--- src/rtl/dmi_abscmd_seq_if.sv ---
// Host-side request/response bundle and DMI master bundle used by dmi_abscmd_seq.
// In each interface, master is the requesting side and slave is the responding side.

interface dmi_abscmd_seq_req_if;
    logic        req_valid;
    logic        req_ready;
    logic        req_write;
    logic [15:0] req_regno;
    logic [31:0] req_wdata;
    logic        resp_valid;
    logic [31:0] resp_rdata;
    logic [2:0]  resp_err;

    modport master (
        output req_valid, req_write, req_regno, req_wdata,
        input  req_ready, resp_valid, resp_rdata, resp_err
    );
    modport slave (
        input  req_valid, req_write, req_regno, req_wdata,
        output req_ready, resp_valid, resp_rdata, resp_err
    );
endinterface

interface dmi_abscmd_seq_dmi_if;
    logic        dmi_valid;
    logic        dmi_ready;
    logic        dmi_write;
    logic [6:0]  dmi_addr;
    logic [31:0] dmi_wdata;
    logic [31:0] dmi_rdata;

    modport master (
        output dmi_valid, dmi_write, dmi_addr, dmi_wdata,
        input  dmi_ready, dmi_rdata
    );
    modport slave (
        input  dmi_valid, dmi_write, dmi_addr, dmi_wdata,
        output dmi_ready, dmi_rdata
    );
endinterface

--- src/rtl/dmi_abscmd_seq.sv ---
// DMI master sequencer: one register access -> data0/command/abstractcs/data0/cmderr-clear sequence.
// Define DMI_ABSCMD_SEQ_TIMEOUT_EN to bound abstractcs polling to POLL_MAX reads (resp_err = 3'b111).

module dmi_abscmd_seq #(
    parameter int POLL_MAX   = 255,
    parameter int GAP_CYCLES = 1
) (
    input  logic                   clk,
    input  logic                   resetn,
    dmi_abscmd_seq_req_if.slave    req,
    dmi_abscmd_seq_dmi_if.master   dmi,
    output logic [2:0]             o_dbg_state
);

    localparam logic [6:0] ADDR_DATA0 = 7'h04;
    localparam logic [6:0] ADDR_ACS   = 7'h16;
    localparam logic [6:0] ADDR_CMD   = 7'h17;
    localparam int         GW         = (GAP_CYCLES < 2) ? 1 : $clog2(GAP_CYCLES + 1);

    typedef enum logic [2:0] {
        IDLE     = 3'd0,
        WR_DATA0 = 3'd1,
        WR_CMD   = 3'd2,
        POLL     = 3'd3,
        RD_DATA0 = 3'd4,
        CLR_ERR  = 3'd5,
        RESP     = 3'd6
    } state_t;

    state_t         r_state;
    state_t         w_next;
    logic           r_write;
    logic [15:0]    r_regno;
    logic [31:0]    r_wdata;
    logic [31:0]    r_rdata;
    logic [2:0]     r_err;
    logic [GW-1:0]  r_gap;

    logic           w_accept;
    logic           w_in_xfer;
    logic           w_dmi_valid;
    logic           w_xfer;
    logic           w_busy;
    logic [2:0]     w_cmderr;
    logic           w_timeout;
    logic           w_dmi_write;
    logic [6:0]     w_dmi_addr;
    logic [31:0]    w_dmi_wdata;
    logic [31:0]    w_cmd_word;

    assign w_accept    = req.req_valid && (r_state == IDLE);
    assign w_in_xfer   = (r_state == WR_DATA0) || (r_state == WR_CMD) || (r_state == POLL) ||
                         (r_state == RD_DATA0) || (r_state == CLR_ERR);
    // The gap counter only masks dmi_valid; the FSM already sits in the next transfer state.
    assign w_dmi_valid = w_in_xfer && (r_gap == '0);
    assign w_xfer      = w_dmi_valid && dmi.dmi_ready;
    assign w_busy      = dmi.dmi_rdata[12];
    assign w_cmderr    = dmi.dmi_rdata[10:8];
    assign w_cmd_word  = {8'h00, 1'b0, 3'd2, 2'b00, 1'b1, r_write, r_regno};

`ifdef DMI_ABSCMD_SEQ_TIMEOUT_EN
    localparam int CW = (POLL_MAX <= 255) ? 8 : $clog2(POLL_MAX + 1);
    logic [CW-1:0] r_poll_cnt;

    // Evaluated before the increment: true on the poll that brings the count to POLL_MAX.
    assign w_timeout = ((int'(r_poll_cnt) + 1) >= POLL_MAX);

    always_ff @(posedge clk) begin
        if (!resetn) begin
            r_poll_cnt <= '0;
        end else if (r_state == RESP) begin
            r_poll_cnt <= '0;
        end else if (w_xfer && (r_state == POLL) && (r_poll_cnt != '1)) begin
            r_poll_cnt <= r_poll_cnt + CW'(1);
        end
    end
`else
    assign w_timeout = 1'b0;
`endif

    always_comb begin
        w_next      = r_state;
        w_dmi_write = 1'b0;
        w_dmi_addr  = 7'h00;
        w_dmi_wdata = 32'h0;
        case (r_state)
            IDLE: begin
                if (w_accept) w_next = req.req_write ? WR_DATA0 : WR_CMD;
            end
            WR_DATA0: begin
                w_dmi_write = 1'b1;
                w_dmi_addr  = ADDR_DATA0;
                w_dmi_wdata = r_wdata;
                if (w_xfer) w_next = WR_CMD;
            end
            WR_CMD: begin
                w_dmi_write = 1'b1;
                w_dmi_addr  = ADDR_CMD;
                w_dmi_wdata = w_cmd_word;
                if (w_xfer) w_next = POLL;
            end
            POLL: begin
                w_dmi_addr = ADDR_ACS;
                if (w_xfer) begin
                    if (w_busy)                w_next = w_timeout ? RESP : POLL;
                    else if (w_cmderr != 3'd0) w_next = CLR_ERR;
                    else                       w_next = r_write ? RESP : RD_DATA0;
                end
            end
            RD_DATA0: begin
                w_dmi_addr = ADDR_DATA0;
                if (w_xfer) w_next = RESP;
            end
            CLR_ERR: begin
                w_dmi_write = 1'b1;
                w_dmi_addr  = ADDR_ACS;
                w_dmi_wdata = 32'h0000_0700;
                if (w_xfer) w_next = RESP;
            end
            RESP: begin
                w_next = IDLE;
            end
            default: begin
                w_next = IDLE;
            end
        endcase
    end

    always_ff @(posedge clk) begin
        if (!resetn) begin
            r_state <= IDLE;
            r_write <= 1'b0;
            r_regno <= 16'h0;
            r_wdata <= 32'h0;
            r_rdata <= 32'h0;
            r_err   <= 3'd0;
            r_gap   <= '0;
        end else begin
            r_state <= w_next;
            if (w_xfer)            r_gap <= GW'(GAP_CYCLES);
            else if (r_gap != '0)  r_gap <= r_gap - GW'(1);
            if (w_accept) begin
                r_write <= req.req_write;
                r_regno <= req.req_regno;
                r_wdata <= req.req_wdata;
                r_err   <= 3'd0;
            end
            if (w_xfer && (r_state == POLL)) begin
                if (!w_busy && (w_cmderr != 3'd0)) r_err <= w_cmderr;
                else if (w_busy && w_timeout)      r_err <= 3'b111;
            end
            if (w_xfer && (r_state == RD_DATA0)) r_rdata <= dmi.dmi_rdata;
        end
    end

    assign req.req_ready  = (r_state == IDLE);
    assign req.resp_valid = (r_state == RESP);
    assign req.resp_rdata = r_rdata;
    assign req.resp_err   = r_err;
    assign dmi.dmi_valid  = w_dmi_valid;
    assign dmi.dmi_write  = w_dmi_write;
    assign dmi.dmi_addr   = w_dmi_addr;
    assign dmi.dmi_wdata  = w_dmi_wdata;
    assign o_dbg_state    = r_state;

endmodule

--- src/flat_wrapper.sv ---
// flat-port wrapper written by rule: the top's interface ports become plain ports
module dmi_abscmd_seq_flat 
#(
    parameter int POLL_MAX   = 255,
    parameter int GAP_CYCLES = 1
)
  (clk, resetn, o_dbg_state, req_req_valid, req_req_write, req_req_regno, req_req_wdata, req_req_ready, req_resp_valid, req_resp_rdata, req_resp_err, dmi_dmi_valid, dmi_dmi_write, dmi_dmi_addr, dmi_dmi_wdata, dmi_dmi_ready, dmi_dmi_rdata);
  dmi_abscmd_seq_req_if req_i ();
  dmi_abscmd_seq_dmi_if dmi_i ();
  input  logic clk;
  input  logic resetn;
  output logic [2:0] o_dbg_state;
  input wire logic [$bits(req_i.req_valid)-1:0] req_req_valid;
  input wire logic [$bits(req_i.req_write)-1:0] req_req_write;
  input wire logic [$bits(req_i.req_regno)-1:0] req_req_regno;
  input wire logic [$bits(req_i.req_wdata)-1:0] req_req_wdata;
  output wire logic [$bits(req_i.req_ready)-1:0] req_req_ready;
  output wire logic [$bits(req_i.resp_valid)-1:0] req_resp_valid;
  output wire logic [$bits(req_i.resp_rdata)-1:0] req_resp_rdata;
  output wire logic [$bits(req_i.resp_err)-1:0] req_resp_err;
  output wire logic [$bits(dmi_i.dmi_valid)-1:0] dmi_dmi_valid;
  output wire logic [$bits(dmi_i.dmi_write)-1:0] dmi_dmi_write;
  output wire logic [$bits(dmi_i.dmi_addr)-1:0] dmi_dmi_addr;
  output wire logic [$bits(dmi_i.dmi_wdata)-1:0] dmi_dmi_wdata;
  input wire logic [$bits(dmi_i.dmi_ready)-1:0] dmi_dmi_ready;
  input wire logic [$bits(dmi_i.dmi_rdata)-1:0] dmi_dmi_rdata;
  assign req_i.req_valid = req_req_valid;
  assign req_i.req_write = req_req_write;
  assign req_i.req_regno = req_req_regno;
  assign req_i.req_wdata = req_req_wdata;
  assign req_req_ready = req_i.req_ready;
  assign req_resp_valid = req_i.resp_valid;
  assign req_resp_rdata = req_i.resp_rdata;
  assign req_resp_err = req_i.resp_err;
  assign dmi_dmi_valid = dmi_i.dmi_valid;
  assign dmi_dmi_write = dmi_i.dmi_write;
  assign dmi_dmi_addr = dmi_i.dmi_addr;
  assign dmi_dmi_wdata = dmi_i.dmi_wdata;
  assign dmi_i.dmi_ready = dmi_dmi_ready;
  assign dmi_i.dmi_rdata = dmi_dmi_rdata;
  dmi_abscmd_seq #(.POLL_MAX(POLL_MAX), .GAP_CYCLES(GAP_CYCLES)) u_core (.clk(clk), .resetn(resetn), .req(req_i), .dmi(dmi_i), .o_dbg_state(o_dbg_state));
endmodule
--- config.mk ---
export PLATFORM = sky130hd
export DESIGN_NAME = dmi_abscmd_seq_flat
export DESIGN_NICKNAME = d
export VERILOG_FILES = /design/src/rtl/dmi_abscmd_seq_if.sv /design/src/rtl/dmi_abscmd_seq.sv /design/src/flat_wrapper.sv
export SDC_FILE = /design/constraint.sdc
export NUM_CORES = 1
export LEC_CHECK = 0
export ABC_AREA = 1
export CAP_MARGIN = 20
export CORE_MARGIN = 2
export CORE_UTILIZATION = 35
export DETAILED_ROUTE_END_ITERATION = 16
export PLACE_DENSITY = 0.76
export SETUP_SLACK_MARGIN = 0.5
export SLEW_MARGIN = 20
export SYNTH_ARGS = -nofsm -noshare
export SYNTH_HDL_FRONTEND = slang
export SYNTH_SLANG_ARGS = --single-unit
--- constraint.sdc ---
create_clock -name clk -period 2.35 [get_ports clk]
set_input_delay 0.47 -clock clk [delete_from_list [all_inputs] [get_ports clk]]
set_output_delay 0.47 -clock clk [all_outputs]
set_load 0.01 [all_outputs]
-- Yosys cells after proc, flatten, opt, wreduce, memory -nomap -nowiden
Index checks and enable logic that the tools add are counted.
- input bits: 85
- word-level logic and storage cells: 56
- bits in registers: 88
- output and inout port bits: 81
- mux-type cells: 18
- equal/unequal tests: 11
- $add $sub $neg: 1
- reduce and logical (&&, ||, !) cells: 18
- bitwise logic cells: 1
- operators by type and width (kind ; count):
    one-hot mux 32 bit (3 select lines) ; 1
    2-to-1 mux 3 bit ; 10
    one-hot mux 3 bit (5 select lines) ; 1
    one-hot mux 5 bit (3 select lines) ; 1
    inequality test 2 x 1 -> 1 bit (second input constant) ; 5
    equality test 3 bit (second input constant) ; 3
    equality test 3 x 2 -> 1 bit (second input constant) ; 2
    logical AND 1 bit ; 6
    OR reduction 2 bit ; 3
    AND reduction 5 bit ; 1
    logical OR 1 bit ; 4
    2-to-1 mux 2 bit ; 2
    equality test 3 x 1 -> 1 bit (second input constant) ; 1
    zero test 3 bit ; 1
    2-to-1 mux 1 bit ; 3
    nonzero test 3 bit ; 1
    OR reduction 3 bit ; 1
    zero test 1 bit ; 1
    inverter 1 bit ; 1
    subtractor 1 bit (second input constant) ; 1

-- Logic depth before layout (Yosys ltp)
Gate-level depths: netlist (run 1).
- depth in word-level cells: 9
- gate-level depth with buffers: 9
- mapped depth without buffers: 8

-- Worst setup path before layout (run 1)
Ideal clock, no wire load.
- path type: flip-flop to output port
- start: register u_core.r_state[0] (netlist: u_core.o_dbg_state[0])
- end: output dmi_dmi_addr[4]
- data arrival time: 1.328 ns
- cell stages (with the launch flop): 6
- setup slack: 0.552 ns
- buffers on the path: 2
- data required time: 1.880 ns
- cells stage by stage: dfxtp_1 -> inv_1 -> nand3_1 -> clkbuf_1 -> nand3_1 -> buf_4
- longest elaborated chain between the ends: 3
- elaborated cells between the ends (all ways): 8
- classes of those cells: 5 x eq/ne; 1 x mux; 2 x reduce/logical
- RTL lines (element ; line ; text):
    start: declaration ; dmi_abscmd_seq.sv:30 ; state_t r_state;
    start signal: assignment ; dmi_abscmd_seq.sv:139 ; r_state <= w_next;
    equality test 3 x 2 -> 1 bit, or another cell as far along ; dmi_abscmd_seq.sv:86 ; case (r_state)
    OR reduction 2 bit (no line) ; -- ;
    one-hot mux 5 bit (3 select lines) * ; dmi_abscmd_seq.sv:86 ;
    end: declaration ; flat_wrapper.sv:23 ; output wire logic [$bits(dmi_i.dmi_addr)-1:0] dmi_dmi_addr;
Mark *: on every way between the ends. The rest lies on a longest branch, timed or not.

-- Worst setup path in the final report (run 1)
- start: register u_core.r_state[0] (netlist: u_core.o_dbg_state[0])
- end: output dmi_dmi_wdata[9]
- longest elaborated chain between the ends: 2
- elaborated cells between the ends (all ways): 4
- classes of those cells: 3 x eq/ne; 1 x mux
- RTL lines (element ; line ; text):
    equality test 3 bit, or another cell as far along ; dmi_abscmd_seq.sv:86 ;
    one-hot mux 32 bit (3 select lines) * ; dmi_abscmd_seq.sv:86 ;
    end: declaration ; flat_wrapper.sv:24 ; output wire logic [$bits(dmi_i.dmi_wdata)-1:0] dmi_dmi_wdata;
Marks and branches as above.

==> results of run 1 <==
-- state kept, by name, summed over array words and instances, names as in the netlist --
register,cells
u_core.r_wdata,32
u_core.req.resp_rdata,32
u_core.r_regno,16
u_core.o_dbg_state,3
u_core.req.resp_err,3
u_core.r_gap,1
u_core.r_write,1
-- area by class of cell --
| class | count | area share |
|---|---|---|
| well taps | 136 | 0.0285 |
| repair buffers | 189 | 0.312 |
| clock inverters | 5 | 0.00964 |
| inverters | 95 | 0.0606 |
| flip-flops and latches | 88 | 0.296 |
| clock buffers | 11 | 0.0220 |
| multi-input cells | 323 | 0.272 |
-- path summary, 6_finish.rpt --
| kind | endpoint | slack [ns] | from |
|---|---|---|---|
| worst max-delay path | dmi_dmi_wdata[9] | 0.35 | u_core.o_dbg_state[0] |
| worst min-delay path | u_core.r_wdata[26] | 0.46 | u_core.r_wdata[26] |
| worst min register to register | u_core.r_wdata[26] | 0.46 | u_core.r_wdata[26] |
| worst max register to register | u_core.r_wdata[29] | 0.68 | u_core.o_dbg_state[1] |
-- metrics by stage --
stage	std cells	hold slack (ns)	util	area [µm²]	setup slack, ns
6_report	847	0.459	0.576	5970	0.347
5_1_grt	847	0.492	0.576	5970	0.296
4_1_cts	844	0.457	0.559	5800	0.269
3_5_place_dp	816	0.446	0.528	5470	0.121
3_3_place_gp	816	0.441	0.528	5470	0.222
2_1_floorplan	541	0.425	-	3750	0.552
-- report_power, final --
group / internal, W / total, W / switching [W]
logic: 0.00116 / 0.00250 / 0.00135
clock network: 0.000493 / 0.00102 / 0.000530
registers: 0.00178 / 0.00187 / 0.0000921
-- synth_stat cells (2+ instances only) --
cell type  count  share of area
a21oi_1       52          0.069
buf_2          9          0.012
o221ai_1       3         0.0070
nor2_1        93          0.093
clkbuf_1      11          0.011
o22ai_1       15          0.025
inv_1         93          0.093
buf_1          3         0.0030
buf_4         12          0.024
o21ai_1       15          0.020
nand3_1       10          0.013
inv_2          2         0.0020
dfxtp_1       88           0.47
o21ai_0       37          0.049
nand2_1       89          0.089
-- timing repair --
action,4_1_cts,5_1_grt
endpoints found under the hold margin,0,0
endpoints found under the setup margin,43,37
pin swaps,4,5
buffers inserted,8,3
cloned,4,0
gates resized for setup,173,47
-- worst max-delay path: stages (launching register included) --
cell      delay, ns
dfxtp_2        0.35
buf_6          0.13
inv_2          0.08
nand3_4        0.11
buf_12         0.17
o221ai_1       0.17
buf_2          0.17
-- cells by family (layout without fill, tap and decap cells) --
logic type | count (synthesis) | count (layout) | share of synthesized area
AO/OA/AOI/OAI | 123 | 123 | 0.173
buffers and inverters | 130 | 300 | 0.145
AND/OR/NAND/NOR | 197 | 197 | 0.211
other | 1 | 3 | 0.00100
flip-flops | 88 | 88 | 0.470
-- routing by layer --
metal	wire, µm	vias to the layer above	part of all wire	global-route usage
met5	0	-	0	0
met1	4650	1747	0.41	0.216
met4	194	0	0.017	0.0714
li1	-	1991	-	-
met3	997	18	0.087	0.0720
met2	5570	127	0.49	0.353
-- layout by cell type, fill, tap and decap left out, types with 2 or more instances in the layout --
master	Yosys	routed
a21oi_1	52	52
buf_12	0	5
buf_16	0	4
buf_2	9	25
buf_4	12	12
buf_6	0	15
clkbuf_1	11	2
clkbuf_2	0	2
clkbuf_8	0	9
clkdlybuf4s15_2	0	2
clkdlybuf4s50_1	0	118
clkinv_2	0	2
clkinv_4	0	2
conb_1	1	3
dfxtp_1	88	85
dfxtp_2	0	2
dlygate4sd2_1	0	6
inv_1	93	91
inv_2	2	2
inv_4	0	2
nand2_1	89	86
nand2_2	0	3
nand3_1	10	7
nand3_4	0	2
nor2_1	93	84
nor2_4	1	11
o21ai_0	37	36
o21ai_1	15	16
o221ai_1	3	2
o22ai_1	15	6
o22ai_2	0	9
==> flow_summary.json, run 1 <==
{
  "grt_pass1_vias": 3811,
  "clk_pin_slew_ns": 0.09,
  "gp_congestion": 0.772,
  "synth_flop_cell": "dfxtp_1",
  "worst_setup_path_start_kind": "register",
  "drt_iter0_markers": 184,
  "min_delay_path_depth": 2,
  "vias_per_cell": 4.58,
  "fin_crit_sh": 0.852,
  "clock_latency_ns": 0.35,
  "relSlewSlack": 0.642,
  "synthCells": 539,
  "fmax_mhz": 499,
  "crit_fanout": 12,
  "grt_max_degree": 65,
  "hold_path.class": "reg2reg",
  "grt-ovfl-total": 0,
  "drive_gt1_frac": 0.163,
  "multi_input_area_um2": 1620,
  "finalSetupTns_ns": 0,
  "die_w_um": 107,
  "end_kind": "output port",
  "worst_slew_pin_slew_ns": 0.538,
  "cts_buffer_depth": 2,
  "syn2layout_area_growth_pct": 59.3,
  "rows": 37,
  "seq_area_frac_synth": 0.470,
  "ctsHoldBuffers": 0,
  "dieArea_um2": 11600,
  "diodes": 0,
  "synth.yosys.warnings": 0,
  "seqCellArea_um2": 1770,
  "wl_um": 11400,
  "hold_viol_final": 0,
  "grt_util_all_layers": 0.199,
  "firstDrtPassIters": 4,
  "status": "completed",
  "io_pins": 166,
  "cts_sinks": 88,
  "max_cap_violations": 0,
  "finClkSkew_ns": 0.00950,
  "io_buffers": 162,
  "power.leakage_nw": 2.59,
  "nNetsFinal": 791,
  "synth_seq_cells": 88,
  "grt_pass1_wl_um": 18000,
  "ant_nets": 0,
  "vias": 3883,
  "finalSetupViolations": 0,
  "max-vdd-ir-drop_mv": 0.468,
  "nFillCells": 933,
  "post-route-drc-count": 0,
  "power.total_w": 0.00539,
  "powerDensity_nw_per_um2": 903,
  "synth_edf_count": 0,
  "clockRootBuffer": "clkbuf_8",
  "start_util": 0.361,
  "dp_hpwl_um": 7780,
  "cts-buffers-inserted": 9,
  "rsz0062_at_grt": "true",
  "dieHeight_um": 107,
  "critical_path_class": "reg2out",
  "synth.distinct_cells": 22,
  "r2r_cells": 8,
  "fp.coreArea_um2": 10400,
  "syn-cell-area_um2": 3750,
  "drv_slew": 0,
  "cts-htree-levels": 3,
  "grt_antenna_before_repair": 0,
  "avgRoutedWirePerCell_um": 13.5,
  "avgSynthCellArea_um2": 6.95,
  "required_ns": 1.88,
  "arrival_ns": 1.53,
  "cts_tree": "built",
  "async_reset_ff_frac": 0,
  "post-route-min-period_ns": 2.00
}
No activity file was read; power rests on OpenSTA's default activity.
==> run 2: changes to the inputs <==
PLACE_DENSITY = unset   (was 0.76)
PLACE_DENSITY_LB_ADDON = 0.1   (was unset)
clock period = 1.85 ns   (was 2.35 ns; I/O delays follow)
==> run 2 against run 1 <==
Compared with the run above: the run now ends with negative setup slack left; sequential cell count unchanged; combinational power is 76% higher; hold slack gained 0.0060 ns; setup slack worse by 0.37 ns; routed wire length increased by 13%; first-iteration DRC count shrank 32%; register-to-register slack worse by 0.51 ns; clock power up 23%; non-clock buffer count is 21 higher; critical endpoint is now dmi_dmi_wdata[8]; largest power group unchanged.
==> flow_summary.json, run 2 (synthesized netlist as in run 1, its figures left out) <==
{
  "grt_antenna_before_repair": 0,
  "vias_per_cell": 4.68,
  "cpPeakStageDelay_ns": 0.38,
  "utilization": 0.644,
  "io_buffers": 162,
  "fp.coreArea_um2": 10400,
  "powerDensity_nw_per_um2": 1210,
  "max-vdd-ir-drop_mv": 0.740,
  "grt_pass1_vias": 3830,
  "power.total_w": 0.00806,
  "status": "finished, violations left",
  "grt_pass1_wl_um": 19200,
  "max_cap_violations": 0,
  "wl_um": 12900,
  "final_cell_mix": "91 x inv_1, 85 x nand2_1, 85 x dfxtp_1",
  "ant_nets": 0,
  "firstDrtPassIters": 5,
  "clock_latency_ns": 0.35,
  "clk_pin_slew_ns": 0.09,
  "nNetsFinal": 813,
  "cts-buffers-inserted": 9,
  "cts_buffer_depth": 2,
  "stdcell_area_um2": 6680,
  "finalSetupTns_ns": -0.0920,
  "post-route-min-period_ns": 1.88,
  "cts-htree-levels": 3,
  "clockRootBuffer": "clkbuf_8",
  "hold_viol_final": 0,
  "grt_max_degree": 88,
  "rsz0062_at_grt": "true",
  "crit_fanout": 6,
  "critPathTopFamily": "buffers and inverters",
  "io_pins": 166,
  "finClkSkew_ns": 0.0112,
  "required_ns": 1.48,
  "placed_area_um2": 5720,
  "fmax_mhz": 533,
  "die_w_um": 107,
  "gp_congestion": 0.837,
  "vias": 4070,
  "grt_util_all_layers": 0.211,
  "worst_setup_path_start_kind": "register",
  "worst_slack_ns": -0.0255,
  "syn2layout_area_growth_pct": 78.1,
  "drive_gt1_frac": 0.293,
  "drv_slew": 0,
  "ctsHoldBuffers": 0,
  "power.leakage_nw": 2.89,
  "dp_slack_ns": -0.0177,
  "cts_tree": "built",
  "fin_crit_sh": 1.01,
  "end_kind": "output port",
  "cts_sinks": 88,
  "dieHeight_um": 107,
  "crit_buf_inv": 3,
  "avgRoutedWirePerCell_um": 14.8,
  "violations": "negative setup slack",
  "drt_iter0_markers": 126,
  "grt-ovfl-total": 0,
  "start_util": 0.361,
  "final_common_cell": "inv_1",
  "dp_hpwl_um": 7410,
  "post-route-drc-count": 0,
  "hold_path.class": "reg2reg",
  "dieArea_um2": 11600,
  "rows": 37,
  "slowest_stage": "dfxtp_4",
  "arrival_ns": 1.51,
  "path_cells": "inv_4 -> nand3_4 -> clkbuf_16 -> o221ai_2 -> buf_2",
  "critical_path_class": "reg2out",
  "diodes": 0,
  "finalSetupViolations": 7
}
-- run 2: per-stage QoR --
stage	std cells	hold slack, ns
2_1_floorplan	541	0.430
3_3_place_gp	822	0.441
3_5_place_dp	822	0.444
4_1_cts	859	0.461
5_1_grt	869	0.480
6_report	869	0.465
-- run 2: layer usage --
metal	GRT usage	vias up	part of all wire
met5	0	-	0
met4	0.0678	0	0.012
met3	0.0569	15	0.086
met2	0.354	144	0.50
met1	0.263	1872	0.40
li1	-	2039	-
-- run 2: worst paths after layout --
check	endpoint	cells after the start	slack [ns]	from
worst min-delay path	u_core.r_wdata[26]	2	0.46	u_core.r_wdata[26]
worst max-delay path	dmi_dmi_wdata[8]	5	-0.03	u_core.o_dbg_state[1]
worst max register to register	u_core.req.resp_rdata[23]	11	0.17	u_core.o_dbg_state[1]
worst min register to register	u_core.r_wdata[26]	2	0.46	u_core.r_wdata[26]
-- run 2: what timing repair did --
action / 4_1_cts / 5_1_grt
setup buffers: 12 / 3
gates cloned: 9 / 7
gates resized for setup: 315 / 92
pin swaps: 4 / 5
setup endpoints to repair: 160 / 160
-- run 2: cell type report --
class                      instances  area (µm²)
inverter                          95         377
tap                              136         170
clock inverter                     6        43.8
sequential                        88        1770
timing repair buffer             210        2260
fill                             882        3690
clock buffer                      10         138
multi-input combinational        324        1910
-- run 2: where the power goes --
part	switching [W]	internal (W)	leakage [nW]	total (W)
combinational	0.00225	0.00216	2.09	0.00441
sequential	0.000138	0.00226	0.722	0.00240
clock	0.000723	0.000527	0.0809	0.00125
total	0.00311	0.00495	2.89	0.00806
-- run 2: tightest hold or removal path, stage by stage (launching register included) --
cell and delay [ns]:
dfxtp_1 0.31, inv_1 0.07, a21oi_2 0.05
==> run 3: changes to the inputs <==
clock period = 1.7 ns   (was 1.85 ns; I/O delays follow)
==> run 3 against run 2 <==
Compared with the run above: via count up 4.8%; critical path depth up 1; largest cell class unchanged; die area unchanged; final area grew 16%; global-route usage is 0.49 points higher; the flow still finishes with violations (negative setup slack); critical endpoint is now dmi_dmi_wdata[11]; hold slack improved by 0.0039 ns; non-clock buffer count rose by 35.
==> flow_summary.json, run 3 (synthesized netlist as in run 1, its figures left out) <==
{
  "worst_slew_pin_slew_ns": 0.547,
  "arrival_ns": 1.51,
  "drive_gt1_frac": 0.499,
  "drv_slew": 0,
  "final_common_cell": "inv_1",
  "dp_cells": 828,
  "power.leakage_nw": 3.38,
  "hold_path.class": "reg2reg",
  "max-vdd-ir-drop_mv": 0.786,
  "grt_max_degree": 88,
  "r2r_cells": 13,
  "cts_tree": "built",
  "hold_start": "u_core.req.resp_rdata[10]",
  "fmax_mhz": 542,
  "crit_fanout": 7,
  "io_pins": 166,
  "wl_um": 13900,
  "gp_congestion": 0.809,
  "clock_latency_ns": 0.35,
  "critPathTopFamily": "buffers and inverters",
  "placed_area_um2": 5880,
  "crit_top_cell": "buf_6",
  "grt_pass1_wl_um": 19900,
  "relSlewSlack": 0.636,
  "worst_slack_ns": -0.146,
  "die_w_um": 107,
  "avgRoutedWirePerCell_um": 15.4,
  "required_ns": 1.36,
  "diodes": 0,
  "start_util": 0.361,
  "slowest_stage": "dfxtp_4",
  "cts-buffers-inserted": 9,
  "path_cells": "inv_4 -> nand3_4 -> buf_6 -> buf_6 -> o22ai_4 -> buf_2",
  "r2r_slack_ns": -0.10,
  "cts_buffer_depth": 2,
  "grt_pass1_vias": 4105,
  "nFillCells": 745,
  "firstDrtPassIters": 4,
  "clk_pin_slew_ns": 0.09,
  "violations": "negative setup slack",
  "drt_iter0_markers": 201,
  "rsz0062_at_grt": "true",
  "finClkSkew_ns": 0.0134,
  "end_kind": "output port",
  "vias": 4267,
  "finalSetupViolations": 60,
  "dieArea_um2": 11600,
  "cts-htree-levels": 3,
  "hold_viol_final": 0,
  "post-route-drc-count": 0,
  "met2_usage": 0.367,
  "dieHeight_um": 107,
  "min_delay_path_depth": 2,
  "met3_usage": 0.0502,
  "io_buffers": 162,
  "grt-ovfl-total": 0,
  "grt_util_all_layers": 0.216,
  "post-route-min-period_ns": 1.85,
  "ant_nets": 0,
  "use_met1": 0.269,
  "vias_per_cell": 4.73,
  "cts_sinks": 88,
  "nNetsFinal": 848,
  "dp_hpwl_um": 7300,
  "stdcell_count": 903,
  "max_cap_violations": 0,
  "syn2layout_area_growth_pct": 107,
  "worst_setup_path_start_kind": "register",
  "final_cell_mix": "87 x inv_1, 83 x clkdlybuf4s50_1, 72 x nand2_1",
  "critical_path_class": "reg2out",
  "holdPathEnd": "u_core.req.resp_rdata[10]",
  "fin_crit_sh": 1.09,
  "rows": 37,
  "powerDensity_nw_per_um2": 1330,
  "r2r_start": "u_core.o_dbg_state[1]",
  "stdcell_area_um2": 7760,
  "top_usage_layer": "met2",
  "status": "finished, violations left",
  "grt_antenna_before_repair": 0,
  "rr_endpoint": "u_core.req.resp_rdata[7]",
  "fp.coreArea_um2": 10400,
  "crit_buf_inv": 4,
  "clockRootBuffer": "clkbuf_8",
  "cpPeakStageDelay_ns": 0.38
}
## run 3: cell types whose count changed in the layout (fill, tap and decap cells not counted), moves of 27 or more
cell	delta
o21ai_2	+29
buf_6	+36
dfxtp_1	-27
nor2_1	-38
dfxtp_2	+27
o21ai_1	-33
## run 3: metal layers
layer | vias to the layer above | wire (µm)
met1 | 1994 | 5740
met2 | 136 | 7040
met5 | - | 0
li1 | 2117 | -
met3 | 20 | 918
met4 | 0 | 243
## run 3: worst reg2reg max path: stages, from the launching register on
cell,delay (ns)
dfxtp_4,0.38
buf_6,0.14
nor2_4,0.15
buf_6,0.12
buf_6,0.09
buf_6,0.09
nand2_4,0.05
nor2_4,0.12
buf_12,0.16
buf_12,0.12
clkbuf_16,0.16
nand2_2,0.05
nand2_1,0.05
nor2_1,0.04
## run 3: worst max path at each step
stage | from | to | slack [ns] | cells after the start
after floorplan | u_core.o_dbg_state[2] | dmi_dmi_addr[4] | 0.43 | 5
after global placement | u_core.o_dbg_state[0] | dmi_dmi_wdata[9] | -0.06 | 4
after detailed placement | u_core.o_dbg_state[2] | dmi_dmi_wdata[8] | -0.1 | 5
after CTS | u_core.o_dbg_state[1] | dmi_dmi_wdata[8] | -0.14 | 6
after global routing | u_core.o_dbg_state[0] | dmi_dmi_wdata[11] | -0.20 | 6
final | u_core.o_dbg_state[0] | dmi_dmi_wdata[11] | -0.15 | 6
## run 3: layout make-up
class | count | area [µm²] | area share
tap | 136 | 170 | 0.0219
clock buffer | 10 | 128 | 0.0164
multi-input combinational | 324 | 2410 | 0.310
timing repair buffer | 245 | 2800 | 0.360
inverter | 95 | 372 | 0.0479
clock inverter | 5 | 82.6 | 0.0106
sequential | 88 | 1810 | 0.233
## run 3: power by group
group          internal (W)  switching (W)
logic               0.00321        0.00294
registers           0.00247       0.000169
clock network      0.000824       0.000749
## run 3: repair_timing
item                                   in CTS  in global routing
setup endpoints to repair                 165                140
hold buffers                                0                  0
setup buffers                              25                 12
resized for setup                         386                230
pin swaps                                   7                 59
gates cloned                               13                 10
endpoints found under the hold margin       0                  0
## run 3: stage by stage
step	utilization	hold slack [ns]	TNS (ns)	setup WS (ns)	total power [W]
after CTS	0.635	0.461	-3.22	-0.140	0.00904
after detailed placement	0.567	0.450	-1.68	-0.0972	0.00606
final	0.749	0.468	-4.04	-0.146	0.0104
after global placement	0.567	0.440	-0.828	-0.0639	0.00600
after global routing	0.749	0.486	-8.35	-0.202	0.0109
after floorplan	-	0.430	0	0.429	0.00481
